<file path="config.mk">
export PLATFORM = sky130hd
export DESIGN_NAME = multicycle_control_fsm
export DESIGN_NICKNAME = d
export VERILOG_FILES = /design/src/rtl/multicycle_control_fsm_pkg.sv /design/src/rtl/multicycle_control_fsm_mem_wait_timer.sv /design/src/rtl/multicycle_control_fsm.sv
export SDC_FILE = /design/constraint.sdc
export NUM_CORES = 1
export LEC_CHECK = 0
export BUFFER_PORTS_ARGS = -buffer_cell sky130_fd_sc_hd__buf_2
export CAP_MARGIN = 20
export CORE_MARGIN = 3
export CORE_UTILIZATION = 44
export CTS_CLUSTER_DIAMETER = 100
export CTS_CLUSTER_SIZE = 20
export DETAILED_ROUTE_END_ITERATION = 8
export PLACE_DENSITY = 0.76
export SETUP_SLACK_MARGIN = 0.05
export SLEW_MARGIN = 10
export SYNTH_ARGS = -nofsm -noshare
export SYNTH_HDL_FRONTEND = slang
export SYNTH_HIERARCHICAL = 1
export SYNTH_SLANG_ARGS = --single-unit
export TNS_END_PERCENT = 5
</file>
<file path="constraint.sdc">
create_clock -name clk -period 1.7 [get_ports clk]
set_input_delay 0.17 -clock clk [delete_from_list [all_inputs] [get_ports clk]]
set_output_delay 0.17 -clock clk [all_outputs]
set_load 0.05 [all_outputs]
</file>
<file path="src/rtl/multicycle_control_fsm_pkg.sv">
// Shared encodings for the multicycle MIPS sequencer and the datapath mux decoders.
package multicycle_control_fsm_pkg;

  typedef enum logic [3:0] {
    S_FETCH     = 4'd0,
    S_DECODE    = 4'd1,
    S_MEM_ADDR  = 4'd2,
    S_MEM_READ  = 4'd3,
    S_MEM_WB    = 4'd4,
    S_MEM_WRITE = 4'd5,
    S_R_EXEC    = 4'd6,
    S_R_WB      = 4'd7,
    S_I_EXEC    = 4'd8,
    S_I_WB      = 4'd9,
    S_BRANCH    = 4'd10,
    S_JUMP      = 4'd11
  } state_t;

  localparam logic [3:0] ALU_AND   = 4'b0000;
  localparam logic [3:0] ALU_OR    = 4'b0001;
  localparam logic [3:0] ALU_ADD   = 4'b0011;
  localparam logic [3:0] ALU_SUB   = 4'b0100;
  localparam logic [3:0] ALU_LUI   = 4'b0101;
  localparam logic [3:0] ALU_FUNCT = 4'b0111;

  localparam logic [5:0] OP_RTYPE = 6'h00;
  localparam logic [5:0] OP_J     = 6'h02;
  localparam logic [5:0] OP_JAL   = 6'h03;
  localparam logic [5:0] OP_BEQ   = 6'h04;
  localparam logic [5:0] OP_BNE   = 6'h05;
  localparam logic [5:0] OP_ADDI  = 6'h08;
  localparam logic [5:0] OP_ANDI  = 6'h0c;
  localparam logic [5:0] OP_ORI   = 6'h0d;
  localparam logic [5:0] OP_LUI   = 6'h0f;
  localparam logic [5:0] OP_LW    = 6'h23;
  localparam logic [5:0] OP_SW    = 6'h2b;

  localparam logic [1:0] REGDST_RT = 2'b00;
  localparam logic [1:0] REGDST_RD = 2'b01;
  localparam logic [1:0] REGDST_RA = 2'b10;

  localparam logic [1:0] M2R_ALUOUT = 2'b00;
  localparam logic [1:0] M2R_MDR    = 2'b01;
  localparam logic [1:0] M2R_PC     = 2'b10;
  localparam logic [1:0] M2R_LUI    = 2'b11;

  localparam logic       SRCA_PC = 1'b0;
  localparam logic       SRCA_RS = 1'b1;

  localparam logic [2:0] SRCB_RT      = 3'b000;
  localparam logic [2:0] SRCB_FOUR    = 3'b001;
  localparam logic [2:0] SRCB_SEXT    = 3'b010;
  localparam logic [2:0] SRCB_SEXT_SH = 3'b011;
  localparam logic [2:0] SRCB_ZEXT    = 3'b100;

  localparam logic [1:0] PCSRC_ALU    = 2'b00;
  localparam logic [1:0] PCSRC_ALUOUT = 2'b01;
  localparam logic [1:0] PCSRC_JUMP   = 2'b10;

  // States that talk to the unified memory and therefore wait on mem_ready.
  function automatic logic is_mem_state(state_t s);
    return (s == S_FETCH) || (s == S_MEM_READ) || (s == S_MEM_WRITE);
  endfunction

endpackage

</file>
<file path="src/rtl/multicycle_control_fsm_mem_wait_timer.sv">
// Counts consecutive not-ready memory cycles and flags the cycle that hits the limit.
module multicycle_control_fsm_mem_wait_timer #(
  parameter int unsigned TIMEOUT_CYCLES = 16
) (
  input  logic i_clk,
  input  logic i_rst,
  input  logic i_clear,
  input  logic i_enable,
  output logic o_timeout
);

  localparam int unsigned W = (TIMEOUT_CYCLES > 0) ? $clog2(TIMEOUT_CYCLES + 1) : 1;
  localparam logic [W-1:0] LAST = W'(TIMEOUT_CYCLES - 1);

  logic [W-1:0] r_count;

  // The limit is reached when the count already holds TIMEOUT_CYCLES-1 waits
  // and this cycle is yet another wait.
  always_comb begin
    o_timeout = (TIMEOUT_CYCLES != 0) && i_enable && (r_count == LAST);
  end

  always_ff @(posedge i_clk) begin
    if (i_rst || i_clear || o_timeout) begin
      r_count <= '0;
    end else if (i_enable) begin
      r_count <= r_count + W'(1);
    end
  end

endmodule

</file>
<file path="src/rtl/multicycle_control_fsm.sv">
// Moore sequencer stepping the shared multicycle datapath, with memory wait timeout.
module multicycle_control_fsm
  import multicycle_control_fsm_pkg::*;
#(
  parameter int unsigned TIMEOUT_CYCLES = 16
) (
  input  logic       clk,
  input  logic       reset,
  input  logic [5:0] OP,
  input  logic       mem_ready,
  output logic       PCWrite,
  output logic       PCWriteCondEQ,
  output logic       PCWriteCondNE,
  output logic       IorD,
  output logic       MemRead,
  output logic       MemWrite,
  output logic       IRWrite,
  output logic [1:0] RegDst,
  output logic [1:0] MemtoReg,
  output logic       RegWrite,
  output logic       ALUSrcA,
  output logic [2:0] ALUSrcB,
  output logic [3:0] ALUOp,
  output logic [1:0] PCSource,
  output logic       instr_done,
  output logic       illegal_op,
  output logic       bus_error,
  output logic [3:0] state
);

  state_t r_state;
  state_t w_next;
  logic   w_mem_state;
  logic   w_timeout;

  assign state       = r_state;
  assign w_mem_state = is_mem_state(r_state);

  multicycle_control_fsm_mem_wait_timer #(
    .TIMEOUT_CYCLES(TIMEOUT_CYCLES)
  ) u_timer (
    .i_clk    (clk),
    .i_rst    (reset),
    .i_clear  (!w_mem_state || mem_ready),
    .i_enable (w_mem_state && !mem_ready),
    .o_timeout(w_timeout)
  );

  always_ff @(posedge clk) begin
    if (reset) begin
      r_state <= S_FETCH;
    end else begin
      r_state <= w_next;
    end
  end

  always_comb begin
    w_next        = r_state;
    PCWrite       = 1'b0;
    PCWriteCondEQ = 1'b0;
    PCWriteCondNE = 1'b0;
    IorD          = 1'b0;
    MemRead       = 1'b0;
    MemWrite      = 1'b0;
    IRWrite       = 1'b0;
    RegDst        = REGDST_RT;
    MemtoReg      = M2R_ALUOUT;
    RegWrite      = 1'b0;
    ALUSrcA       = SRCA_PC;
    ALUSrcB       = SRCB_RT;
    ALUOp         = ALU_AND;
    PCSource      = PCSRC_ALU;
    instr_done    = 1'b0;
    illegal_op    = 1'b0;
    bus_error     = 1'b0;

    case (r_state)
      S_FETCH: begin
        MemRead  = 1'b1;
        ALUSrcB  = SRCB_FOUR;
        ALUOp    = ALU_ADD;
        IRWrite  = mem_ready;
        PCWrite  = mem_ready;
        if (mem_ready) w_next = S_DECODE;
      end
      S_DECODE: begin
        ALUSrcB = SRCB_SEXT_SH;
        ALUOp   = ALU_ADD;
        case (OP)
          OP_RTYPE:                      w_next = S_R_EXEC;
          OP_ADDI, OP_ANDI, OP_ORI,
          OP_LUI:                        w_next = S_I_EXEC;
          OP_LW, OP_SW:                  w_next = S_MEM_ADDR;
          OP_BEQ, OP_BNE:                w_next = S_BRANCH;
          OP_J, OP_JAL:                  w_next = S_JUMP;
          default: begin
            illegal_op = 1'b1;
            w_next     = S_FETCH;
          end
        endcase
      end
      S_MEM_ADDR: begin
        ALUSrcA = SRCA_RS;
        ALUSrcB = SRCB_SEXT;
        ALUOp   = ALU_ADD;
        w_next  = (OP == OP_LW) ? S_MEM_READ : S_MEM_WRITE;
      end
      S_MEM_READ: begin
        MemRead = 1'b1;
        IorD    = 1'b1;
        if (mem_ready) w_next = S_MEM_WB;
      end
      S_MEM_WB: begin
        RegWrite   = 1'b1;
        RegDst     = REGDST_RT;
        MemtoReg   = M2R_MDR;
        instr_done = 1'b1;
        w_next     = S_FETCH;
      end
      S_MEM_WRITE: begin
        MemWrite = 1'b1;
        IorD     = 1'b1;
        if (mem_ready) begin
          instr_done = 1'b1;
          w_next     = S_FETCH;
        end
      end
      S_R_EXEC: begin
        ALUSrcA = SRCA_RS;
        ALUSrcB = SRCB_RT;
        ALUOp   = ALU_FUNCT;
        w_next  = S_R_WB;
      end
      S_R_WB: begin
        RegWrite   = 1'b1;
        RegDst     = REGDST_RD;
        MemtoReg   = M2R_ALUOUT;
        instr_done = 1'b1;
        w_next     = S_FETCH;
      end
      S_I_EXEC: begin
        ALUSrcA = SRCA_RS;
        w_next  = S_I_WB;
        case (OP)
          OP_ANDI: begin ALUSrcB = SRCB_ZEXT; ALUOp = ALU_AND; end
          OP_ORI:  begin ALUSrcB = SRCB_ZEXT; ALUOp = ALU_OR;  end
          OP_LUI:  begin ALUSrcB = SRCB_SEXT; ALUOp = ALU_LUI; end
          default: begin ALUSrcB = SRCB_SEXT; ALUOp = ALU_ADD; end
        endcase
      end
      S_I_WB: begin
        RegWrite   = 1'b1;
        RegDst     = REGDST_RT;
        MemtoReg   = (OP == OP_LUI) ? M2R_LUI : M2R_ALUOUT;
        instr_done = 1'b1;
        w_next     = S_FETCH;
      end
      S_BRANCH: begin
        ALUSrcA       = SRCA_RS;
        ALUSrcB       = SRCB_RT;
        ALUOp         = ALU_SUB;
        PCSource      = PCSRC_ALUOUT;
        PCWriteCondEQ = (OP == OP_BEQ);
        PCWriteCondNE = (OP == OP_BNE);
        instr_done    = 1'b1;
        w_next        = S_FETCH;
      end
      S_JUMP: begin
        PCWrite    = 1'b1;
        PCSource   = PCSRC_JUMP;
        instr_done = 1'b1;
        if (OP == OP_JAL) begin
          RegWrite = 1'b1;
          RegDst   = REGDST_RA;
          MemtoReg = M2R_PC;
        end
        w_next = S_FETCH;
      end
      default: w_next = S_FETCH;
    endcase

    // A timeout only fires while mem_ready is low, so the completion-gated
    // strobes are already 0 here; just abort to a refetch.
    if (w_timeout) begin
      bus_error = 1'b1;
      w_next    = S_FETCH;
    end

    if (reset) begin
      PCWrite       = 1'b0;
      PCWriteCondEQ = 1'b0;
      PCWriteCondNE = 1'b0;
      MemRead       = 1'b0;
      MemWrite      = 1'b0;
      IRWrite       = 1'b0;
      RegWrite      = 1'b0;
      instr_done    = 1'b0;
      illegal_op    = 1'b0;
      bus_error     = 1'b0;
    end
  end

endmodule

</file>
==> impl_table.tex <==
\begin{tabular}{lr}
\hline
Metric & Value \\
\hline
\multicolumn{2}{l}{\textbf{Outcome}} \\
Status & finished, violations left \\
Failing checks & setup timing \\
\multicolumn{2}{l}{\textbf{Critical path}} \\
Maximum fanout count along the critical path & 6 \\
Data arrival at the endpoint of the critical path & 1.70 ns \\
Critical path class & flip-flop to output port \\
CP Capture Type & output port \\
Required time at the endpoint of the critical path & between 1.5 and 2 ns \\
Category of the worst setup path launch point & flip-flop \\
Length in cells of the worst reg-to-reg path & 6 \\
\multicolumn{2}{l}{\textbf{Cells and area}} \\
Final net count & 208 \\
Final cell count without fillers & 223 \\
Layout overhead on the synthesized area & 70.1\% \\
Number of antenna diodes & 0 \\
Ratio of cells with drive above 1 in the final layout & 0.582 \\
\multicolumn{2}{l}{\textbf{Clock tree}} \\
TritonCTS Buffers & 3 \\
Clock net sink count & 9 \\
Insertion delay of the later-clocked pin in the worst-skew pair & slightly below 0.3 ns \\
Root buf cell & clkbuf\_4 \\
Post-CTS clock slew at the launch and capture registers of the worst setup and hold paths & 0.07 ns \\
TritonCTS clock tree & done \\
Maximum buffer depth of the clock tree & 2 \\
H-tree levels & 1 \\
\multicolumn{2}{l}{\textbf{STA}} \\
Upper clock frequency limit & roughly 530 MHz \\
Worst hold slack after final layout & 0.197 ns \\
Hold violation count in the final report & 0 \\
Final setup violation count & 12 \\
Setup WS post-layout & -0.169 ns \\
Post-route clock skew & 0.00748 ns \\
Min Clock Period, post-route & about 1.9 ns \\
Max-slew violation count & 0 \\
Final period utilization & 1.10 \\
Setup repair after global routing missed its margin & yes \\
\multicolumn{2}{l}{\textbf{Floorplanning}} \\
Core Region & 2040 µm² \\
Chip Height & 53.5 µm \\
Initial core utilization & 0.487 \\
Num rows & 16 \\
Top Ports & 38 \\
Horizontal die dimension & 53.5 µm \\
Floorplan die area & roughly 2900 µm² \\
\multicolumn{2}{l}{\textbf{Placement}} \\
Cells after DPL & 216 \\
Total of buffers placed on input and output ports & 36 \\
Routability congestion estimate from global placement & between 0.8 and 0.9 \\
HPWL after detailed placement & approximately 2.6 mm \\
Post-placement worst setup slack & -0.0183 ns \\
\multicolumn{2}{l}{\textbf{Worst hold path}} \\
Tightest Hold Check Type & input pin to flip-flop \\
Number of stages on the worst hold path & 3 \\
\multicolumn{2}{l}{\textbf{Pwr}} \\
Leakage power figure & 0.729 nW \\
PD cells & 414 nW/µm² \\
VDD IR max & 0.660 mV \\
\multicolumn{2}{l}{\textbf{Routing}} \\
Initial DRT Pass Iterations & 4 \\
Total number of vias & 1,310 \\
Antenna viol nets, final & 0 \\
Mean routed wirelength per cell & about 16 µm \\
Drt total wl & 3.57 mm \\
Post-detailed-route DRC marker count & 0 \\
Mean number of vias per cell & roughly 5.9 \\
Initial drt markers & 38 \\
\multicolumn{2}{l}{\textbf{Logic synthesis}} \\
Count of flip-flops with a built-in enable after synthesis & 0 \\
Fraction of registers with async set or reset after synthesis & 0 \\
Number of distinct library cells after synthesis & 48 \\
Synthesized area per cell & approximately 7.0 µm² \\
Portion of the post-synthesis area used by sequential elements & 0.181 \\
Yosys warnings & 6 \\
Netlist area before placement & 995 µm² \\
Most used flip-flop cell after synthesis & dfxtp\_1 \\
Synthesized netlist cell count & 142 \\
Number of synthesized register bits & 9 \\
Syn\_nets & approximately 150 \\
\multicolumn{2}{l}{\textbf{Flow run}} \\
Max-capacitance violation count & 0 \\
\multicolumn{2}{l}{\textbf{Global routing}} \\
Overall global routing resource usage & 0.280 \\
Number of global-route vias before repair & 1,272 \\
Largest net degree at the start of global routing & 13 \\
Number of antenna violations at the first check in global routing & 0 \\
Residual overflow from global routing & 0 \\
Wire length of the first global-routing pass & 5.69 mm \\
\hline
\end{tabular}
## timing repair
item	4_1_cts	5_1_grt
hold buffers	0	0
gates resized for setup	42	18
setup buffers	3	0
endpoints found under the hold margin	0	0
pin swaps	4	8
setup endpoints to repair	21	28
## sequential cells by signal (all words and copies together) (netlist names)
signal / flops
u_timer/r_count: 5
state: 4
## synthesized netlist by cell type (all sizes together) (3+ instances only)
library cell  instances  share of area
nor2                 25          0.097
nand2                10          0.038
dfxtp                 9           0.18
nand2b                9          0.059
buf                   8          0.055
o21ai                 8          0.040
a21oi                 7          0.035
inv                   5          0.019
clkbuf                4          0.018
nand4                 4          0.025
nor2b                 4          0.025
nor3                  4          0.020
a31oi                 3          0.019
nand3                 3          0.015
nor3b                 3          0.034
or3                   3          0.024
xnor2                 3          0.026
## cell type report
type                    count  area, µm²
multi-input cells         116        925
repair buffers             62        490
fillers                   126        350
flip-flops and latches      9        196
well taps                  27       33.8
clock buffers               3       22.5
inverters                   5       18.8
clock inverters             1       5.00
## worst max-delay path, cell delays in order (launching register included)
cell	delay [ns]
dfxtp_4	0.38
nand2b_4	0.15
or4_4	0.51
nor3b_4	0.20
buf_6	0.18
## metrics by stage
stage | power [mW] | area (µm²) | util | setup TNS [ns]
after floorplan | 0.412 | 1170 | - | -3.38
after global placement | 0.475 | 1450 | 0.708 | 0
after detailed placement | 0.481 | 1450 | 0.708 | -0.0238
after CTS | 0.685 | 1650 | 0.808 | -0.840
after global routing | 0.730 | 1690 | 0.828 | -1.82
final | 0.700 | 1690 | 0.828 | -0.977
## per-layer routing
metal / track usage / wire length, µm
met2: 0.484 / 1740
met4: 0.128 / 94
met3: 0.0554 / 273
met5: 0 / 0
met1: 0.332 / 1460
## cell families after synthesis
logic type	share of synthesized area
AO/OA/AOI/OAI	0.216
buffers and inverters	0.0918
other	0.00377
XOR/XNOR	0.0440
AND/OR/NAND/NOR	0.428
adder cells (fa/ha/maj)	0.0252
flip-flops	0.181
multiplexers	0.0101
## where the power goes
| part | internal (mW) | switching (mW) | total (mW) |
|---|---|---|---|
| clock | 0.0876 | 0.0928 | 0.180 |
| sequential | 0.212 | 0.00963 | 0.222 |
| combinational | 0.118 | 0.179 | 0.298 |
## layout by cell type (no fill, tap or decap), types with 3 or more instances in the layout
cell type and n:
buf_4 27, nor2_1 18, buf_2 17, buf_6 14
nand2_1 7, nand2b_1 5, a21oi_1 5, o21ai_0 5
clkbuf_4 5, nand2b_4 4, nor2_2 4, nand4_1 4
dfxtp_4 4, dfxtp_1 4, inv_1 3, nor2_4 3
a31oi_1 3
## worst paths after layout
check,end,slack (ns),startpoint
worst max-delay path,PCWriteCondEQ,-0.17,state[0]
worst min-delay path,state[2],0.20,mem_ready
worst max register to register,u_timer/r_count[4],-0.01,u_timer/r_count[0]
worst min register to register,u_timer/r_count[1],0.53,u_timer/r_count[1]
Power figures use the tool's default switching activity.
